==> src/rtl/attn_param_stream_mux_pkg.sv <==
// attn_stream_pkg: shared defaults, FSM state type and index-width helper
// for the attention-head parameter stream mux.
package attn_stream_pkg;

   localparam int D_W_DEF     = 32;
   localparam int LEN_W_DEF   = 24;
   localparam int NUM_SEG_DEF = 14;

   typedef enum logic [1:0] {
      IDLE  = 2'd0,
      LOAD  = 2'd1,
      SEND  = 2'd2,
      DRAIN = 2'd3
   } state_t;

   function automatic int seg_w(input int n);
      return (n > 1) ? $clog2(n) : 1;
   endfunction

endpackage

==> src/rtl/attn_param_stream_mux_if.sv <==
// Stream bundle for the mux: NUM_SEG input channels (s_*) and one
// serialised output (m_*). master = mux side, slave = environment side.
interface attn_param_stream_mux_if
   import attn_stream_pkg::*;
#(
   parameter int D_W     = D_W_DEF,
   parameter int NUM_SEG = NUM_SEG_DEF
);

   logic [NUM_SEG*D_W-1:0] s_tdata;
   logic [NUM_SEG-1:0]     s_tvalid;
   logic [NUM_SEG-1:0]     s_tready;
   logic [D_W-1:0]         m_tdata;
   logic                   m_tvalid;
   logic                   m_tready;
   logic                   m_tlast;

   modport master (
      input  s_tdata, s_tvalid, m_tready,
      output s_tready, m_tdata, m_tvalid, m_tlast
   );

   modport slave (
      output s_tdata, s_tvalid, m_tready,
      input  s_tready, m_tdata, m_tvalid, m_tlast
   );

endinterface

==> src/rtl/attn_param_stream_mux_skid.sv <==
// axis_skid_buf: 2-entry registered buffer, valid/ready on both sides.
// Ports: clk, rst, in_* (push), out_* (pop), level = occupancy 0..2.
module axis_skid_buf #(
   parameter int W = 33
) (
   input  logic         clk,
   input  logic         rst,
   input  logic [W-1:0] in_data,
   input  logic         in_valid,
   output logic         in_ready,
   output logic [W-1:0] out_data,
   output logic         out_valid,
   input  logic         out_ready,
   output logic [1:0]   level
);

   logic [W-1:0] mem [2];
   logic         wp;
   logic         rp;
   logic [1:0]   cnt;
   logic         push;
   logic         pop;

   assign in_ready  = (cnt != 2'd2);
   assign out_valid = (cnt != 2'd0);
   assign out_data  = mem[rp];
   assign level     = cnt;
   assign push      = in_valid & in_ready;
   assign pop       = out_valid & out_ready;

   always_ff @(posedge clk) begin
      if (rst) begin
         mem[0] <= '0;
         mem[1] <= '0;
         wp     <= 1'b0;
         rp     <= 1'b0;
         cnt    <= 2'd0;
      end else begin
         if (push) begin
            mem[wp] <= in_data;
            wp      <= ~wp;
         end
         if (pop)
            rp <= ~rp;
         case ({push, pop})
            2'b10:   cnt <= cnt + 2'd1;
            2'b01:   cnt <= cnt - 2'd1;
            default: cnt <= cnt;
         endcase
      end
   end

endmodule

==> src/rtl/attn_param_stream_mux.sv <==
// attn_param_stream_mux: serialises NUM_SEG channels, segment i = len[i] beats.
// Ports: clk, rst, start, seg_len_flat, bus (s_*/m_*), busy, done. Macro: ATTN_MUX_SEG_LAST_EN.
module attn_param_stream_mux
   import attn_stream_pkg::*;
#(
   parameter int D_W     = D_W_DEF,
   parameter int NUM_SEG = NUM_SEG_DEF,
   parameter int LEN_W   = LEN_W_DEF
) (
   input  logic                     clk,
   input  logic                     rst,
   input  logic                     start,
   input  logic [NUM_SEG*LEN_W-1:0] seg_len_flat,
   attn_param_stream_mux_if.master  bus,
   output logic                     busy,
   output logic                     done
);

   localparam int SEG_W = seg_w(NUM_SEG);

   state_t           state;
   logic [SEG_W-1:0] seg_idx;
   logic [LEN_W-1:0] beat_cnt;
   logic [LEN_W-1:0] len_r [NUM_SEG];

   logic [SEG_W:0]   lo;
   logic             nxt_found;
   logic [SEG_W-1:0] nxt_idx;
   logic [D_W-1:0]   sel_data;
   logic             sel_valid;
   logic             in_ready;
   logic             take;
   logic             seg_last;
   logic             tag_last;
   logic [D_W:0]     out_data;
   logic             out_valid;
   logic [1:0]       level;

   // Search origin: whole table in LOAD, past the current segment in SEND.
   assign lo = (state == LOAD) ? '0
             : {1'b0, seg_idx} + (SEG_W+1)'(1);

   always_comb begin
      nxt_found = 1'b0;
      nxt_idx   = '0;
      for (int i = NUM_SEG-1; i >= 0; i--) begin
         if (len_r[i] != '0 && i >= int'(lo)) begin
            nxt_found = 1'b1;
            nxt_idx   = SEG_W'(i);
         end
      end
   end

   assign sel_data  = bus.s_tdata[seg_idx*D_W +: D_W];
   assign sel_valid = bus.s_tvalid[seg_idx];
   assign take      = (state == SEND) & sel_valid & in_ready;
   assign seg_last  = (beat_cnt == len_r[seg_idx] - LEN_W'(1));

`ifdef ATTN_MUX_SEG_LAST_EN
   assign tag_last = seg_last;
`else
   assign tag_last = seg_last & ~nxt_found;
`endif

   always_comb begin
      bus.s_tready = '0;
      if (state == SEND)
         bus.s_tready[seg_idx] = in_ready;
   end

   axis_skid_buf #(.W(D_W+1)) u_skid (
      .clk       (clk),
      .rst       (rst),
      .in_data   ({tag_last, sel_data}),
      .in_valid  ((state == SEND) & sel_valid),
      .in_ready  (in_ready),
      .out_data  (out_data),
      .out_valid (out_valid),
      .out_ready (bus.m_tready),
      .level     (level)
   );

   assign bus.m_tdata  = out_data[D_W-1:0];
   assign bus.m_tlast  = out_data[D_W];
   assign bus.m_tvalid = out_valid;

   always_ff @(posedge clk) begin
      if (rst) begin
         state    <= IDLE;
         seg_idx  <= '0;
         beat_cnt <= '0;
         busy     <= 1'b0;
         done     <= 1'b0;
         for (int i = 0; i < NUM_SEG; i++)
            len_r[i] <= '0;
      end else begin
         done <= 1'b0;
         unique case (state)
            IDLE: begin
               if (start) begin
                  for (int i = 0; i < NUM_SEG; i++)
                     len_r[i] <= seg_len_flat[i*LEN_W +: LEN_W];
                  busy  <= 1'b1;
                  state <= LOAD;
               end
            end
            LOAD: begin
               beat_cnt <= '0;
               if (nxt_found) begin
                  seg_idx <= nxt_idx;
                  state   <= SEND;
               end else begin
                  state <= DRAIN;
               end
            end
            SEND: begin
               if (take) begin
                  if (seg_last) begin
                     beat_cnt <= '0;
                     if (nxt_found)
                        seg_idx <= nxt_idx;
                     else
                        state <= DRAIN;
                  end else begin
                     beat_cnt <= beat_cnt + LEN_W'(1);
                  end
               end
            end
            DRAIN: begin
               // Finish when the buffer is empty or its last beat leaves now.
               if (level == 2'd0 ||
                   (level == 2'd1 && bus.m_tready)) begin
                  done    <= 1'b1;
                  busy    <= 1'b0;
                  seg_idx <= '0;
                  state   <= IDLE;
               end
            end
            default: state <= IDLE;
         endcase
      end
   end

endmodule

==> src/flat_wrapper.sv <==
// flat-port wrapper written by rule: the top's interface ports become plain ports
module attn_param_stream_mux_flat import attn_stream_pkg::*;
#(
   parameter int D_W     = D_W_DEF,
   parameter int NUM_SEG = NUM_SEG_DEF,
   parameter int LEN_W   = LEN_W_DEF
)
  (clk, rst, start, seg_len_flat, busy, done, bus_s_tdata, bus_s_tvalid, bus_m_tready, bus_s_tready, bus_m_tdata, bus_m_tvalid, bus_m_tlast);
  attn_param_stream_mux_if #(.D_W(D_W), .NUM_SEG(NUM_SEG)) bus_i ();
  input  logic clk;
  input  logic rst;
  input  logic start;
  input  logic [NUM_SEG*LEN_W-1:0] seg_len_flat;
  output logic busy;
  output logic done;
  input wire logic [$bits(bus_i.s_tdata)-1:0] bus_s_tdata;
  input wire logic [$bits(bus_i.s_tvalid)-1:0] bus_s_tvalid;
  input wire logic [$bits(bus_i.m_tready)-1:0] bus_m_tready;
  output wire logic [$bits(bus_i.s_tready)-1:0] bus_s_tready;
  output wire logic [$bits(bus_i.m_tdata)-1:0] bus_m_tdata;
  output wire logic [$bits(bus_i.m_tvalid)-1:0] bus_m_tvalid;
  output wire logic [$bits(bus_i.m_tlast)-1:0] bus_m_tlast;
  assign bus_i.s_tdata = bus_s_tdata;
  assign bus_i.s_tvalid = bus_s_tvalid;
  assign bus_i.m_tready = bus_m_tready;
  assign bus_s_tready = bus_i.s_tready;
  assign bus_m_tdata = bus_i.m_tdata;
  assign bus_m_tvalid = bus_i.m_tvalid;
  assign bus_m_tlast = bus_i.m_tlast;
  attn_param_stream_mux #(.D_W(D_W), .NUM_SEG(NUM_SEG), .LEN_W(LEN_W)) u_core (.clk(clk), .rst(rst), .start(start), .seg_len_flat(seg_len_flat), .bus(bus_i), .busy(busy), .done(done));
endmodule
==> config.mk <==
export PLATFORM = sky130hd
export DESIGN_NAME = attn_param_stream_mux_flat
export DESIGN_NICKNAME = d
export VERILOG_FILES = /design/src/rtl/attn_param_stream_mux_pkg.sv /design/src/rtl/attn_param_stream_mux_if.sv /design/src/rtl/attn_param_stream_mux_skid.sv /design/src/rtl/attn_param_stream_mux.sv /design/src/flat_wrapper.sv
export SDC_FILE = /design/constraint.sdc
export NUM_CORES = 1
export LEC_CHECK = 0
export ABC_AREA = 1
export CAP_MARGIN = 20
export CORE_MARGIN = 4
export CORE_UTILIZATION = 25
export DETAILED_ROUTE_END_ITERATION = 6
export GPL_TIMING_DRIVEN = 0
export HOLD_SLACK_MARGIN = 0.12
export PLACE_DENSITY = 0.44
export SYNTH_ARGS = -nofsm -noshare
export SYNTH_HDL_FRONTEND = slang
export SYNTH_HIERARCHICAL = 1
export SYNTH_SLANG_ARGS = --single-unit
==> constraint.sdc <==
create_clock -name clk -period 15.7 [get_ports clk]
set_clock_uncertainty 0.05 [all_clocks]
set_input_delay 1.57 -clock clk [delete_from_list [all_inputs] [get_ports clk]]
set_output_delay 1.57 -clock clk [all_outputs]
set_load 0.05 [all_outputs]
-- Yosys cells after proc, flatten, opt, wreduce, memory -nomap -nowiden
Memory sizes are Yosys's and may differ from the RTL's. A register that Yosys moved wholly into a read port is not among the register bits.
Index checks and enable logic that the tools add are counted.
- bits in registers: 36
- RAM bits: 402
- input bits: 802
- output and inout port bits: 50
- memories kept: 2
- $add $sub $neg: 5
- order comparisons: 16
- equality and inequality tests: 13
- shift operators: 1
- mux-type cells: 84
- bitwise operators: 23
- reductions and logical operators: 44
- memories (memory ; words ; width ; read ports ; clocked after Yosys merged registers in ; write ports ; RTL line ; RTL):
    u_core.len_r ; 14 ; 24 ; 15 ; 1 ; 14 ; attn_param_stream_mux.sv:24 ; logic [LEN_W-1:0] len_r [NUM_SEG];
    u_core.u_skid.mem ; 2 ; 33 ; 1 ; 1 ; 2 ; attn_param_stream_mux_skid.sv:17 ; logic [W-1:0] mem [2];
- operators by type and width (operator ; number):
    $shiftx 448x10->32 ; 1
    $mux 24 ; 16
    $reduce_bool 24->1 ; 14
    $mux 4 ; 20
    $pmux 24 s2 ; 1
    $mux 1 ; 33
    $mux 33 ; 1
    $reduce_or 33->1 ; 1
    $ge 4x5->1 const A ; 6
    $add 24x1->24 const B ; 1
    $eq 24x24->1 ; 1
    $sub 24x1->24 const B ; 1
    $ge 3x5->1 const A ; 4
    $logic_and 1x1->1 ; 16
    $and 14x14->14 ; 1
    $mux 14 ; 1
    $or 1x1->1 ; 14
    $pmux 4 s3 ; 1
    $ge 1x5->1 const A ; 2
    $ge 2x5->1 const A ; 2
    $mux 2 ; 5
    $ne 2x2->1 const B ; 4
    $pmux 2 s4 ; 1
    $reduce_bool 2->1 ; 4
    other kinds (23) ; 35

-- Logic depth before layout (Yosys ltp)
Gate-level depths: netlist of run 1.
- depth in word-level cells: 24
- gate-level depth with buffers: 30
- gate-level depth less buffers: 26

-- Modules after synthesis
Netlist of run 1, hierarchy kept.
- modules (own cells, without submodules) (module ; times used ; cells an instance ; area each (sq um) ; sequential area each (sq um)):
    attn_param_stream_mux ; 1 ; 3576 ; 24718.7 ; 10810.4
    axis_skid_buf ; 1 ; 248 ; 3228.1 ; 2082.0

-- Worst setup path before layout of run 1
No wires, ideal clock.
- path kind: input -> register
- from: in rst
- to: mem u_core/len_r[0][0] (netlist name) (enable)
- library setup time: 2.509 ns
- arrival: 7.167 ns
- required time: 13.141 ns
- slack: 5.974 ns
- stages: 2
- buffers on the path: 0
- cell sequence: clkinv_1 -> nand2_1
- RTL lines (what ; RTL line ; RTL):
    start: declaration ; flat_wrapper.sv:11 ; input logic rst;
    end: declaration ; attn_param_stream_mux.sv:24 ;

-- Final worst setup path of run 1
- from: reg u_core.seg_idx[0]
- to: out bus_s_tready[12]
- cells in the longest elaborated chain, start to end: 6
- elaborated cells on any way between the ends: 7
- ends and longest elaborated chain (what ; RTL line ; RTL):
    start: declaration ; attn_param_stream_mux.sv:22 ; logic [SEG_W-1:0] seg_idx;
    start signal: assignment ; attn_param_stream_mux.sv:110 ; seg_idx <= nxt_idx;
    start signal: assignment ; attn_param_stream_mux.sv:121 ; seg_idx <= nxt_idx;
    $lt 4x5->1 (not written as such) / $ge 4x1->1 (equally long branches) ; attn_param_stream_mux.sv:68 ; bus.s_tready[seg_idx] = in_ready;
    $logic_and 1x1->1 (not written as such) ; attn_param_stream_mux.sv:68 ;
    $mux 1 (not written as such) ; attn_param_stream_mux.sv:68 ;
    $demux 1 s4 (*) ; - ;
    $and 14x14->14 (no source line) (*) ; - ;
    $mux 14 (*) ; attn_param_stream_mux.sv:67 ; if (state == SEND)
    end: declaration ; flat_wrapper.sv:19 ; output wire logic [$bits(bus_i.s_tready)-1:0] bus_s_tready;
Mark *: on every way between the ends. The rest lies on a longest branch, timed or not.

==> results of run 1 <==
==> worst max-delay path by stage <==
stage / from / endpoint / slack (ns) / cells after the start
after detailed placement: u_core/seg_idx[0] / bus_s_tready[12] / 9.44 / 10
final: u_core/seg_idx[0] / bus_s_tready[12] / 8.96 / 10
after global placement: rst / u_core/len_r[5][17] / 0.93 / 3
after CTS: u_core/seg_idx[0] / bus_s_tready[12] / 8.73 / 10
after global routing: u_core/seg_idx[0] / bus_s_tready[12] / 8.70 / 10
after floorplan: rst / u_core/len_r[0][0] / 5.97 / 2
==> state kept, by name, summed over array words and instances (netlist names), named ones only <==
signal               cells
u_core/u_skid/rp         1
u_core/busy              1
u_core/beat_cnt         24
u_core/done              1
u_core/u_skid/mem       66
u_core/u_skid/wp         1
u_core/state             2
u_core/seg_idx           4
u_core/len_r           336
u_core/u_skid/level      2
==> cells in the mapped netlist (all sizes together) <==
library cell | count | area share, %
a21oi | 42 | 0.75
a31oi | 1 | 0.022
buf | 80 | 1.9
clkbuf | 125 | 1.7
clkinv | 2 | 0.027
dfxtp | 41 | 2.9
edfxtp | 402 | 43
ha | 11 | 0.49
inv | 647 | 8.7
mux2 | 33 | 1.3
nand2 | 821 | 11
nand3 | 238 | 4.3
nand3b | 4 | 0.11
nand4 | 86 | 1.9
nor2 | 821 | 12
nor3 | 24 | 0.56
nor3b | 1 | 0.027
nor4 | 30 | 0.67
o211ai | 16 | 0.43
o21ai | 269 | 4.9
o21bai | 3 | 0.081
o22ai | 96 | 2.1
o31ai | 1 | 0.027
or2 | 4 | 0.090
xnor2 | 6 | 0.19
xor2 | 20 | 0.63
==> metrics by stage <==
step / instance area, µm² / hold slack (ns) / setup WS (ns)
final: 40300 / 0.449 / 8.96
after global routing: 40300 / 0.486 / 8.70
after CTS: 40300 / 0.456 / 8.73
after detailed placement: 38600 / 0.441 / 9.44
after global placement: 38300 / 0.428 / 0.928
after floorplan: 27900 / 0.402 / 5.97
==> cell families after synthesis <==
| logic type | Yosys count | share of synthesized area, % |
|---|---|---|
| adders and majority gates | 11 | 0.492 |
| and+or+nand+nor | 2029 | 30.6 |
| DFF | 443 | 46.1 |
| buffers and inverters | 854 | 12.3 |
| xor gates and xnor gates | 26 | 0.815 |
| AOI/OAI and AO/OA | 428 | 8.32 |
| muxes | 33 | 1.33 |
==> metal layers <==
layer  share of wire (%)  routed length, µm  GRT usage (%)  vias to the layer above
li1                    -                  -              -                    14059
met5               0.049                 81              0                        -
met3                 6.0               9970           4.83                      242
met1                  36              59000           28.5                    13914
met4                 4.6               7540           11.4                       14
met2                  54              88600           52.2                     1085
==> power by group through the flow <==
stage                     Sequential, W  Clock [W]  Combinational [W]
after global routing            0.00172    0.00134            0.00257
final                           0.00170    0.00127            0.00240
after floorplan                 0.00173          0            0.00129
after detailed placement        0.00172          0            0.00241
after global placement          0.00181          0            0.00239
after CTS                       0.00170    0.00130            0.00241
==> tightest hold or removal path: stages (launching register included) <==
cell and delay (ns):
dfxtp_1 0.33, nor2_1 0.06, nor2_1 0.08
==> final cells by class <==
cell class | count | area, µm²
plain buffers | 205 | 1010
fillers | 12008 | 70500
clock buffers | 64 | 1370
diodes | 14 | 35.0
inverters | 649 | 2440
multi-input cells | 2527 | 11600
repair buffers | 860 | 8730
clock inverters | 34 | 388
well taps | 1488 | 1860
flip-flops and latches | 443 | 12900
==> metrics.cfg, run 1 <==
[cts]
insertion_delay_ns = 0.64
clkTransAtPathRegs_ns = 0.06
root_buffer = clkbuf_16
cts_max_level = 2
cts_sinks = 443
numCtsBuffers = 53
cts_setup_buffers = 0
cts_resized = 0
cts_hold_buffers = 0
cts_tree = done
cts_buffer_depth = 3

[sta]
period_minus_slack_ns = 6.74
fin_tns_setup_ns = 0
timing.fmax_mhz = 148
post-route-period-util_pct = 42.9
hold_viol = 0
setup_violations = 0
rsz0062_at_grt = false
tightest_slew_ns = 1.08
drv_slew = 0
slew_headroom_pct = 28.1

[setup_path]
cp-start-kind = flop
r2r_cells = 20
r2r-start = u_core/seg_idx[0]
cp_cell_sequence = buf_2 -> inv_1 -> buf_2 -> clkbuf_1 -> clkbuf_1 -> clkbuf_1 -> ha_1 -> nand3_1 -> nor2_1 -> clkdlybuf4s50_1
arrival_ns = 5.12
worst-path-max-fanout = 11
path_delay_family = buffers and inverters
rrSetupSlack_ns = 10.14
critical_path_class = flop to primary output
cp.required_ns = 14.08
worstSetupEndpointType = primary output
slowest_stage = clkdlybuf4s50_1
max_stage_delay_ns = 0.84
crit_top_cell = clkbuf_1
path_buf_inv = 7

[placement]
dp.cells = 6172
portBuffers = 851
globalplace.congestion = 0.977
dp_hpwl_um = 139000

[die]
dieHeight_um = 342
ios = 852
die_area_um2 = 117000
die_width_um = 342
start_util_pct = 25.2
rows = 122
core_um2 = 111000

[drt]
first_pass_iters = 7
final_antenna_net_count = 0
wirelength_um = 165000
vias_per_cell = 4.66
drc = 0
vias = 29314
wire_per_inst_um = 26.3
drt_iter0_markers = 2045

[layout]
drive_above_1_share_pct = 5.65
mostFrequentLayoutCell = clkdlybuf4s50_1
syn_to_final_growth_pct = 44.4
post-route-util_pct = 36.4
stdcell_count = 6284
layout_common_cells = clkdlybuf4s50_1, nand2_1, nor2_1, inv_1, edfxtp_1
nets = 5552

[hold_path]
holdCritStartpoint = u_core/u_skid/rp
hold_class = flop to flop
min_path_cells = 2

[yosys]
syn_area_per_cell_um2 = 7.31
synth-seq-cells = 443
syn_nets = 4637
ys_types = 43
synth_cells = 3824
ys_seq_area_share_pct = 46.1
yosys_warnings = 6
synth_area_um2 = 27900

[global_routing]
gr-total-overflow = 0
grt_use_total_pct = 27.0
grt_pass1_vias = 29951
grt_pass1_wl_um = 222000
antenna_found_initial = 25
grt_max_degree = 69

[power_and_ir_drop]
power.share.combinational_pct = 44.8
swShare_pct = 43.1
p_total_w = 0.00537
cell_internal_pwr_w = 0.00305
p_per_area_nw_per_um2 = 133
clock_power_share_pct = 23.6
switchingPower_w = 0.00232
seqPwrFrac_pct = 31.6
ir_worst_vdd_mv = 0.0897
total_leakage_power_nw = 17.4

[job]
maxCapViolations = 0

[run_status]
outcome = finished clean

Power figures use the tool's default switching activity.
==> run 2, diff against run 1 <==
clock period = 6.7 ns   (was 15.7 ns; I/O delays follow)
==> metrics.cfg, run 2 (synthesized netlist as in run 1, its figures left out) <==
[power_and_ir_drop]
seqPwrFrac_pct = 31.6  ; about the same
p_per_area_nw_per_um2 = 312  ; +130%
clock_power_share_pct = 23.8  ; +0.2 points
p_total_w = 0.0126  ; +130%
power.share.combinational_pct = 44.6  ; -0.2 points
ir_worst_vdd_mv = 0.215  ; +140%
total_leakage_power_nw = 17.4  ; about the same
swShare_pct = 43.0  ; -0.11 points
cell_internal_pwr_w = 0.00717  ; +130%
switchingPower_w = 0.00541  ; +130%

[layout]
drive_above_1_share_pct = 5.92  ; +0.27 points
mostFrequentLayoutCell = clkdlybuf4s50_1
stdcell_count = 6291  ; +0.11%
reg.largest.list = u_core/len_r (336), u_core/u_skid/mem (66), u_core/beat_cnt (24)
largest_register_ff_count = 336  ; unchanged
post-route-util_pct = 36.4  ; about the same
regMostFlops = u_core/len_r
nets = 5550  ; -0.036%
syn_to_final_growth_pct = 44.5  ; about the same
layout_common_cells = clkdlybuf4s50_1, nand2_1, nor2_1, inv_1, edfxtp_1

[cts]
cts_buffer_depth = 3  ; unchanged
cts_resized = 0  ; unchanged
cts_tree = done
root_buffer = clkbuf_16
insertion_delay_ns = 0.63  ; about the same
numCtsBuffers = 52  ; -1.9%
cts_max_level = 2  ; unchanged
cts_sinks = 443  ; unchanged
clkTransAtPathRegs_ns = 0.06  ; about the same
cts_setup_buffers = 0  ; unchanged
cts_hold_buffers = 0  ; unchanged

[global_routing]
grt_max_degree = 120  ; +74%
grt_pass1_vias = 30032  ; +0.27%
grt_use_total_pct = 26.9  ; -0.13 points
antenna_found_initial = 35  ; +40%
gr-total-overflow = 0  ; unchanged
grt_pass1_wl_um = 222000  ; about the same

[sta]
period_minus_slack_ns = 5.82
drv_slew = 0  ; unchanged
hold_slack_ns = 0.453  ; +0.00487 ns
timing.fmax_mhz = 172
fin_tns_setup_ns = 0  ; unchanged
tightest_slew_ns = 1.09  ; +0.00879 ns
post-route-period-util_pct = 86.8
hold_viol = 0  ; unchanged
rsz0062_at_grt = false
slew_headroom_pct = 27.5  ; -0.59 points
setup_violations = 0  ; unchanged

[placement]
dp.cells = 6171  ; -0.016%
globalplace.congestion = 0.942  ; -3.6%
portBuffers = 851  ; unchanged
dp_hpwl_um = 138000  ; -0.84%

[drt]
wire_per_inst_um = 26.1  ; -0.59%
first_pass_iters = 6  ; -1
drc = 0  ; unchanged
final_antenna_net_count = 0  ; unchanged
wirelength_um = 164000  ; -0.48%
drt_iter0_markers = 2053  ; +0.39%
vias = 29465  ; +0.52%
vias_per_cell = 4.68  ; +0.40%

[die]
dieHeight_um = 342  ; unchanged
start_util_pct = 25.2  ; unchanged
die_width_um = 342  ; unchanged
die_area_um2 = 117000  ; unchanged
ios = 852  ; unchanged
core_um2 = 111000  ; unchanged
rows = 122  ; unchanged

[setup_path]
worst-path-max-fanout = 11  ; unchanged
critical_path_class = flop to primary output
cp.required_ns = 5.98  ; -8.10 ns
crit_top_cell = clkbuf_1
max_stage_delay_ns = 0.83  ; about the same
cp_cell_sequence = buf_2 -> inv_1 -> buf_2 -> clkbuf_1 -> clkbuf_1 -> clkbuf_1 -> ha_1 -> nand3_1 -> nor2_1 -> clkdlybuf4s50_1
cp-start-kind = flop
slowest_stage = clkbuf_1
arrival_ns = 5.10  ; -0.02 ns
worstSetupEndpointType = primary output

[job]
maxCapViolations = 0  ; unchanged

[hold_path]
hold_class = flop to flop

[run_status]
outcome = finished clean

[run 2: cell types whose count changed in the layout (fill, tap and decap cells not counted), moves of 5 or more]
cell,change
clkbuf_1,-6
clkinv_1,-7
clkinv_2,+5
diode_2,+8
[run 2: worst paths after layout]
kind,cells after the start,slack [ns],start,to
worst max-delay path,10,0.88,u_core/seg_idx[0],bus_s_tready[12]
worst min-delay path,2,0.45,u_core/u_skid/rp,u_core/u_skid/rp
worst max register to register,20,1.19,u_core/seg_idx[0],u_core/seg_idx[1]
worst min register to register,2,0.45,u_core/u_skid/rp,u_core/u_skid/rp
[run 2: area by class of cell]
cell class | count | area [µm²]
fillers | 12045 | 70400
flip-flops and latches | 443 | 12900
multi-input cells | 2527 | 11600
repair buffers | 859 | 8690
inverters | 649 | 2440
well taps | 1488 | 1860
clock buffers | 62 | 1390
plain buffers | 205 | 1010
clock inverters | 36 | 402
diodes | 22 | 55.1
[run 2: worst max-delay path: cells and delay by family (launching register included)]
family / cells / cell delay [ns]
adders and majority gates: 1 / 0.26
and+or+nand+nor: 2 / 0.36
DFF: 1 / 0.35
buffers and inverters: 7 / 3.49
[run 2: stage by stage]
stage | worst slack [ns] | area [µm²]
global route | 0.639 | 40400
CTS | 0.660 | 40300
finish | 0.882 | 40400
global placement | -1.87 | 38300
floorplan | 1.25 | 27900
detailed placement | 1.04 | 38500
[run 2: power by group through the flow]
stage          Combinational, W  Sequential [W]  Clock, W
2_1_floorplan           0.00302         0.00398         0
3_3_place_gp            0.00559         0.00414         0
3_5_place_dp            0.00562         0.00403         0
4_1_cts                 0.00564         0.00398   0.00307
5_1_grt                 0.00604         0.00403   0.00317
6_report                0.00561         0.00398   0.00299
[run 2: per-layer routing]
layer	track usage, %	vias to the layer above	wire length, µm
met2	51.5	1115	87500
li1	-	14050	-
met4	12.4	16	8030
met5	0	-	109
met3	4.22	237	9490
met1	28.6	14047	59300
